### src/rtl/ex_mem_stage.sv
// Execute-to-memory pipeline register with a 2-entry skid buffer and branch resolution.
// Optional stall counter enabled by defining EX_MEM_STALL_CNT_EN.
module ex_mem_stage #(
    parameter int N          = 32,
    parameter int REG_ADDR_W = 5
) (
    input  logic                  clk,
    input  logic                  rstn,
    input  logic                  flush,
    input  logic                  in_valid,
    output logic                  in_ready,
    input  logic [N-1:0]          alu_result,
    input  logic [3:0]            alu_status,
    input  logic [N-1:0]          store_data,
    input  logic [N-1:0]          branch_target,
    input  logic [REG_ADDR_W-1:0] rd,
    input  logic                  reg_write,
    input  logic                  mem_read,
    input  logic                  mem_write,
    input  logic                  branch,
    input  logic                  jump,
    input  logic [2:0]            funct3,
    output logic                  out_valid,
    input  logic                  out_ready,
    output logic [N-1:0]          out_result,
    output logic [N-1:0]          out_store_data,
    output logic [N-1:0]          out_target,
    output logic [REG_ADDR_W-1:0] out_rd,
    output logic                  out_reg_write,
    output logic                  out_mem_read,
    output logic                  out_mem_write,
    output logic [2:0]            out_funct3,
    output logic                  out_taken
`ifdef EX_MEM_STALL_CNT_EN
    ,
    output logic [31:0]           stall_cnt
`endif
);

    typedef struct packed {
        logic [N-1:0]          result;
        logic [N-1:0]          store_data;
        logic [N-1:0]          target;
        logic [REG_ADDR_W-1:0] rd;
        logic                  reg_write;
        logic                  mem_read;
        logic                  mem_write;
        logic [2:0]            funct3;
        logic                  taken;
    } entry_t;

    entry_t main_q, main_d;
    entry_t skid_q, skid_d;
    entry_t in_entry;
    logic   main_valid_q, main_valid_d;
    logic   skid_valid_q, skid_valid_d;
    logic   cond;
    logic   accept;
    logic   drain;

    // Status layout is {n, z, c, v}; c is the unsigned borrow of the compare subtraction.
    always_comb begin
        cond = 1'b0;
        case (funct3)
            3'b000:  cond = alu_status[2];
            3'b001:  cond = ~alu_status[2];
            3'b100:  cond = alu_status[3] ^ alu_status[0];
            3'b101:  cond = ~(alu_status[3] ^ alu_status[0]);
            3'b110:  cond = alu_status[1];
            3'b111:  cond = ~alu_status[1];
            default: cond = 1'b0;
        endcase
    end

    always_comb begin
        in_entry.result     = alu_result;
        in_entry.store_data = store_data;
        in_entry.target     = branch_target;
        in_entry.rd         = rd;
        in_entry.reg_write  = reg_write;
        in_entry.mem_read   = mem_read;
        in_entry.mem_write  = mem_write;
        in_entry.funct3     = funct3;
        in_entry.taken      = jump | (branch & cond);
    end

    assign accept = in_valid & ~skid_valid_q;
    assign drain  = main_valid_q & out_ready;

    // The skid entry only exists while main is held, so FIFO order is main then skid.
    always_comb begin
        main_d       = main_q;
        skid_d       = skid_q;
        main_valid_d = main_valid_q;
        skid_valid_d = skid_valid_q;
        if (flush) begin
            main_valid_d = 1'b0;
            skid_valid_d = 1'b0;
        end else if (skid_valid_q) begin
            if (drain) begin
                main_d       = skid_q;
                skid_valid_d = 1'b0;
            end
        end else if (accept) begin
            if (!main_valid_q || drain) begin
                main_d       = in_entry;
                main_valid_d = 1'b1;
            end else begin
                skid_d       = in_entry;
                skid_valid_d = 1'b1;
            end
        end else if (drain) begin
            main_valid_d = 1'b0;
        end
    end

    always_ff @(posedge clk or negedge rstn) begin
        if (!rstn) begin
            main_q       <= '0;
            skid_q       <= '0;
            main_valid_q <= 1'b0;
            skid_valid_q <= 1'b0;
        end else begin
            main_q       <= main_d;
            skid_q       <= skid_d;
            main_valid_q <= main_valid_d;
            skid_valid_q <= skid_valid_d;
        end
    end

    assign in_ready       = ~skid_valid_q;
    assign out_valid      = main_valid_q;
    assign out_result     = main_q.result;
    assign out_store_data = main_q.store_data;
    assign out_target     = main_q.target;
    assign out_rd         = main_q.rd;
    assign out_funct3     = main_q.funct3;
    assign out_reg_write  = main_q.reg_write & main_valid_q;
    assign out_mem_read   = main_q.mem_read  & main_valid_q;
    assign out_mem_write  = main_q.mem_write & main_valid_q;
    assign out_taken      = main_q.taken     & main_valid_q;

`ifdef EX_MEM_STALL_CNT_EN
    logic [31:0] stall_cnt_q, stall_cnt_d;

    always_comb begin
        stall_cnt_d = stall_cnt_q;
        if (main_valid_q && !out_ready && (stall_cnt_q != 32'hFFFF_FFFF)) begin
            stall_cnt_d = stall_cnt_q + 32'd1;
        end
    end

    always_ff @(posedge clk or negedge rstn) begin
        if (!rstn) begin
            stall_cnt_q <= 32'd0;
        end else begin
            stall_cnt_q <= stall_cnt_d;
        end
    end

    assign stall_cnt = stall_cnt_q;
`endif

endmodule

### config.mk
export PLATFORM = sky130hd
export DESIGN_NAME = ex_mem_stage
export DESIGN_NICKNAME = d
export VERILOG_FILES = /design/src/rtl/ex_mem_stage.sv
export SDC_FILE = /design/constraint.sdc
export NUM_CORES = 1
export LEC_CHECK = 0
export ABC_AREA = 0
export CAP_MARGIN = 20
export CORE_ASPECT_RATIO = 2
export CORE_MARGIN = 8
export CORE_UTILIZATION = 40
export DETAILED_ROUTE_END_ITERATION = 12
export GPL_TIMING_DRIVEN = 1
export PLACE_DENSITY_LB_ADDON = 0.12
export SYNTH_ARGS = -nofsm -noshare
export SYNTH_HDL_FRONTEND = slang
export SYNTH_SLANG_ARGS = --single-unit
### constraint.sdc
create_clock -name clk -period 3.8 [get_ports clk]
set_input_delay 0.76 -clock clk [delete_from_list [all_inputs] [get_ports clk]]
set_output_delay 0.76 -clock clk [all_outputs]
set_load 0.01 [all_outputs]
; ---- Word level (Yosys, flattened, before mapping)
; Index checks and enable logic that the tools add are counted.
[totals]
regBits = 218
inputBits = 118
out_inout_bits = 110
wordCells = 67
[classes]
n_eq_ne = 8
n_mux = 15
bitwise_logic = 15
reduce_logical = 9
[op_table]
columns = operator, n
row1 = $mux W108, 4
row2 = $eq A3 B3 Y1 const B, 4
row3 = $mux W1, 10
row4 = $reduce_and A4 Y1, 2
row5 = $and A1 B1 Y1, 7
row6 = $not A1 Y1, 6
row7 = $pmux W1 S6, 1
row8 = $reduce_bool A2 Y1, 2
row9 = $eq A3 B1 Y1 const B, 1
row10 = $logic_not A3 Y1, 1
row11 = $ne A3 B2 Y1 const B, 1
row12 = $reduce_and A3 Y1, 1
row13 = $reduce_bool A3 Y1, 1
row14 = $ne A2 B1 Y1 const B, 1
row15 = $ne A2 B2 Y1 const B, 1
row16 = $logic_not A1 Y1, 1
row17 = $logic_or A1 B1 Y1, 1
row18 = $or A1 B1 Y1, 1
row19 = $xor A1 B1 Y1, 1

; ---- Depth between registers and ports, before layout
[logic_depth]
depth_word = 8
ltp_mapped = 8
depth_no_buf = 4

; ---- Worst setup path before layout
; OpenSTA, ideal clock, no wires.
[synth_timing]
kind = input to register
start = in out_ready
end = reg skid_q[100] in the netlist's numbering
setup_time_ps = 127
arrival_time_ps = 1914
t_required_ps = 3673
slack_ps = 1758
cell_stages = 6
path_buffers = 3
path_cell_list = and2b_1 nor3b_1 buf_2 buf_6 buf_6 mux2_1
[synth_via]
elab_chain_len = 4
[synth_rtl]
columns = element, line_no
row1 = from (decl), 24  ; input logic out_ready,
row2 = $and A1 B1 Y1, 88  ; assign drain = main_valid_q & out_ready;
row3 = $logic_or A1 B1 Y1, 105  ; if (!main_valid_q || drain) begin
row4 = $not A1 Y1 (no source line), -
row5 = $reduce_and A4 Y1 (no source line), -
row6 = to (signal assigned), 125  ; skid_q <= skid_d;
row7 = to (decl), 53  ; entry_t skid_q, skid_d;
; No other way between the ends.
; A chain may end at the register's enable or synchronous reset.

; ---- Final worst setup path
[layout_timing]
start = reg skid_valid_q
end = out in_ready
[layout_via]
elab_chain_len = 1
[layout_rtl]
columns = element, line_no
row1 = from (decl), 56  ; logic skid_valid_q, skid_valid_d;
row2 = from (signal assigned), 127  ; skid_valid_q <= skid_valid_d;
row3 = $not A1 Y1 (no source line), -
row4 = to (decl), 11  ; output logic in_ready,
; No other way between the ends.

==> results.md <==
- The run finished with clean final reports.
- The data arrival at the endpoint of the critical path is between 1500 and 2000 ps.
- Counting distinct cell types in the post-synthesis netlist gives 29.
- TritonCTS built the clock tree.
- Setup violations remaining at the end of the flow were counted as 0.
- Dividing the final minimum period by the clock period gives between 60% and 70%.
- For this design the static power due to leakage is 4.95 nW.
- Combinational logic burns 23.0% of the power.
- Along the worst path, the maximum fanout reaches 19.
- Per report_power, the clock group accounts for 29.5% of the total.
- The fraction of the yosys area taken by sequential cells is 54.9%.
- The CTS root buffer is clkbuf_16.
- The synthesized netlist occupies a cell area of 9930 um^2.
- Data on the critical path is required at its endpoint by 3040 ps.
- The share of total power dissipated in sequential elements is 47.5%.
- The layout net count is 1055.
- The number of antenna diodes in the final layout is 0.
- The maximum clock skew at final layout is approximately 16 ps.
- The share of the synthesized area in compound gates (AO/OA/AOI/OAI) is 6.34%.
- The startpoint-to-endpoint class of the critical path is flip-flop to output pin.
- The maximum VDD drop is ~0.34 mV.
- The remaining design rule violation count is 0.
- The adder and majority gate portion of the synthesized area is 0%.
- In this run, post-CTS hold repair placed 0 buffers.
- The final hold slack is 303 ps.
- The net count of the mapped netlist is 950.
- The endpoint type of the worst setup path is an output pin.
- The post-layout instance count excluding filler cells is 1281.
- Setup repair after global routing left no endpoint under its margin.
- The first-pass GRT wire length is 36300 um.
- The power dissipated by switching net loads is roughly 0.0018 W.
- The combined global-route utilization of all metal layers is between 15 and 20%.
- The worst path meets setup with 1240 ps of slack.
- Once the clock tree was built, the resizer swapped 0 gates to a different size.
- The first TritonRoute pass finished after 6 iterations.
- The number of failing hold endpoints at the final stage was 0.
- The minimum setup slack after placement is approximately 1000 ps.
- The maximum number of pins on one net before global-route repair is 123.
- The terminus of the critical flop-to-flop path is skid_q[96]$_DFFE_PN0P_.
- In this run the core area contains 81 standard-cell rows.
- Routability-driven placement finished with a final weighted congestion of 0.738.
- The launching point of the worst reg2reg path is skid_valid_q$_DFF_PN0_.
- After floorplanning, the core was sized to cover 24400 um^2.
- The mean routed wirelength per cell is ~18 um.
- The worst setup path is launched from a flip-flop.
- In the routed layout, each cell is associated on average with a via count of 4.79.
- The post-synthesis average cell area is between 10 and 15 um^2.
- The synthesized instance count is 832.
- The xor-xnor portion of the synthesized cell area is 0.239%.
- The register-to-register setup slack is 1590 ps.
- Detailed placement ended at an HPWL of 15600 um.
- The number of clock sinks is 218.
- The number of antenna violations at the first check in global routing is 0.
- The flop and latch count out of synthesis is 218.
- Post-CTS timing repair inserted 0 buffers for setup.
- The number of synthesized flops with an enable pin is 0.
- During synthesis, Yosys emitted a total of 0 warnings.
- The library cell used most frequently in the layout, excluding fill and tap cells, is clkdlybuf4s50_1.
- The cell area power density is 540 nW/um^2.
- The total detailed-routing wirelength is 22900 um.
- The I/O pin count is 228.
- The count of nets left with antenna violations once routing finished came out at 0.
- The max-slew violation count came to 0.
- The sequential cells in the finished layout cover a total of 5460 um^2.
- The number of buffers between clock root and the deepest sink is 3.
- The first-iteration detailed-routing DRC count is around 210.
- Cells with a size suffix above 1 make up 14.9% of the layout.
- The max-cap violation count is 0.
- The number of port buffers is 227.
- In this run the number of H-tree levels came out at 1.
- The fmax is between 300 and 400 MHz.
- The simple logic cell fraction of the synthesized area is 4.85%.
- The post-route setup TNS is 0 ps.
- The smallest clock period supported by the final layout is computed as 2560 ps.
- After filler insertion, the fill cell instance count of the layout stands at 2220.
- The via count is 6140.
- The slew at the pin closest to its max-slew limit is between 900 and 1000 ps.
- The total placed cells including tap cells is about 1200.
- The min-delay analysis places its worst path in the category input pin to asynchronous set/reset pin.
- The post-synthesis to final-layout area growth is 24.4%.
- The share of synthesized registers carrying an async set or reset is 100%.
- Counting cells, the worst reg-to-reg path comes to 4.
- From left edge to right edge, the die measures 127 um.
- The overflow left after global routing is 0.
- The number of global-route vias before repair came to between 6000 and 7000.
- The net switching share of the total power is 26.7%.
- By area, the combinational part of the netlist is dominated by multiplexers.
- The internal power of the cells is a little under 0.005 W.
- In the synthesized netlist the dominant register cell turns out to be dfrtp_1.
- Buffers inserted during clock tree synthesis total 21.
- The overall power consumption is approximately 0.0067 W.
- The initial standard-cell utilization of the core is 40.7%.
- The worst pin sits at a relative slew slack of 39.7%.
- For the worst-skew pair, the clock arrives at the later sink with an insertion delay of 510 ps.
- The clock transition at the registers of the reported paths is 70 ps.
- The die is 239 um tall.
- The die covers 30400 um^2.
- The top cell types in the final layout, fill and taps aside, are clkdlybuf4s50_1, dfrtp_1, a21oi_1, nor2_1, mux2i_1.
- The multi-input combinational cells in the finished layout cover a total of 3420 um^2.
- The share of cell area taken by muxes after synthesis is between 20% and 30%.
==> Yosys cell counts, types with 5 or more instances <==
cell type | count | area share, %
clkbuf_1 | 8 | 0.30
buf_2 | 28 | 1.4
inv_1 | 5 | 0.19
mux2_2 | 99 | 11
and2_1 | 5 | 0.31
nor2_1 | 110 | 4.2
mux2_1 | 8 | 0.91
dfrtp_1 | 218 | 55
buf_4 | 113 | 8.5
mux2i_1 | 107 | 11
a21oi_1 | 110 | 5.5
==> routing by layer <==
| metal | part of all wire, % | track usage, % |
|---|---|---|
| met5 | 0 | 0 |
| met4 | 2.0 | 4.90 |
| met3 | 6.4 | 3.64 |
| met2 | 53 | 26.9 |
| met1 | 38 | 17.1 |
==> registers in the layout (all words and copies together), names as in the netlist <==
register	cells
skid_valid_q	1
out_funct3	3
out_store_data	32
skid_q	108
out_result	32
out_valid	1
out_target	32
out_rd	5
main_q	4
==> worst max-delay path, cell delays in order, from the launching register on <==
cell	delay [ps]
dfrtp_4	630
inv_1	110
clkdlybuf4s50_1	550
==> kinds of logic (layout without fill, tap and decap cells) <==
| family | count (synthesis) | in the layout |
|---|---|---|
| AOI/OAI and AO/OA | 120 | 120 |
| xor gates and xnor gates | 1 | 1 |
| buffers and inverters | 158 | 275 |
| DFF | 218 | 218 |
| muxes | 214 | 214 |
| and+or+nand+nor | 121 | 121 |
==> power by group through the flow <==
stage	Sequential (W)	Clock [W]	Combinational (W)
finish	0.00317	0.00197	0.00154
floorplan	0.00312	0	0.00111
global route	0.00325	0.00213	0.00169
global placement	0.00320	0	0.00155
CTS	0.00318	0.00205	0.00158
detailed placement	0.00322	0	0.00158
==> worst max path at each step <==
| stage | to | slack [ps] | startpoint |
|---|---|---|---|
| floorplan | skid_q[100]$_DFFE_PN0P_ | 1760 | out_ready |
| finish | in_ready | 1240 | skid_valid_q$_DFF_PN0_ |
| CTS | in_ready | 1200 | skid_valid_q$_DFF_PN0_ |
| global placement | skid_q[91]$_DFFE_PN0P_ | 1020 | out_ready |
| detailed placement | skid_q[25]$_DFFE_PN0P_ | 1010 | out_ready |
| global route | in_ready | 1180 | skid_valid_q$_DFF_PN0_ |
==> per-stage QoR <==
step                utilization [%]  area, um^2
finish                         50.6       12400
floorplan                         -        9930
detailed placement             48.0       11700
global placement               48.0       11700
global route                   50.6       12400
CTS                            50.6       12400
==> final cells by class <==
type	instances	share of cell area [%]
Clock inverter	5	0.233
Inverter	5	0.152
Multi-Input combinational cell	456	27.7
Tap cell	332	3.36
Clock buffer	30	4.85
Timing Repair Buffer	235	19.5
Sequential cell	218	44.2
Power figures use the tool's default switching activity.
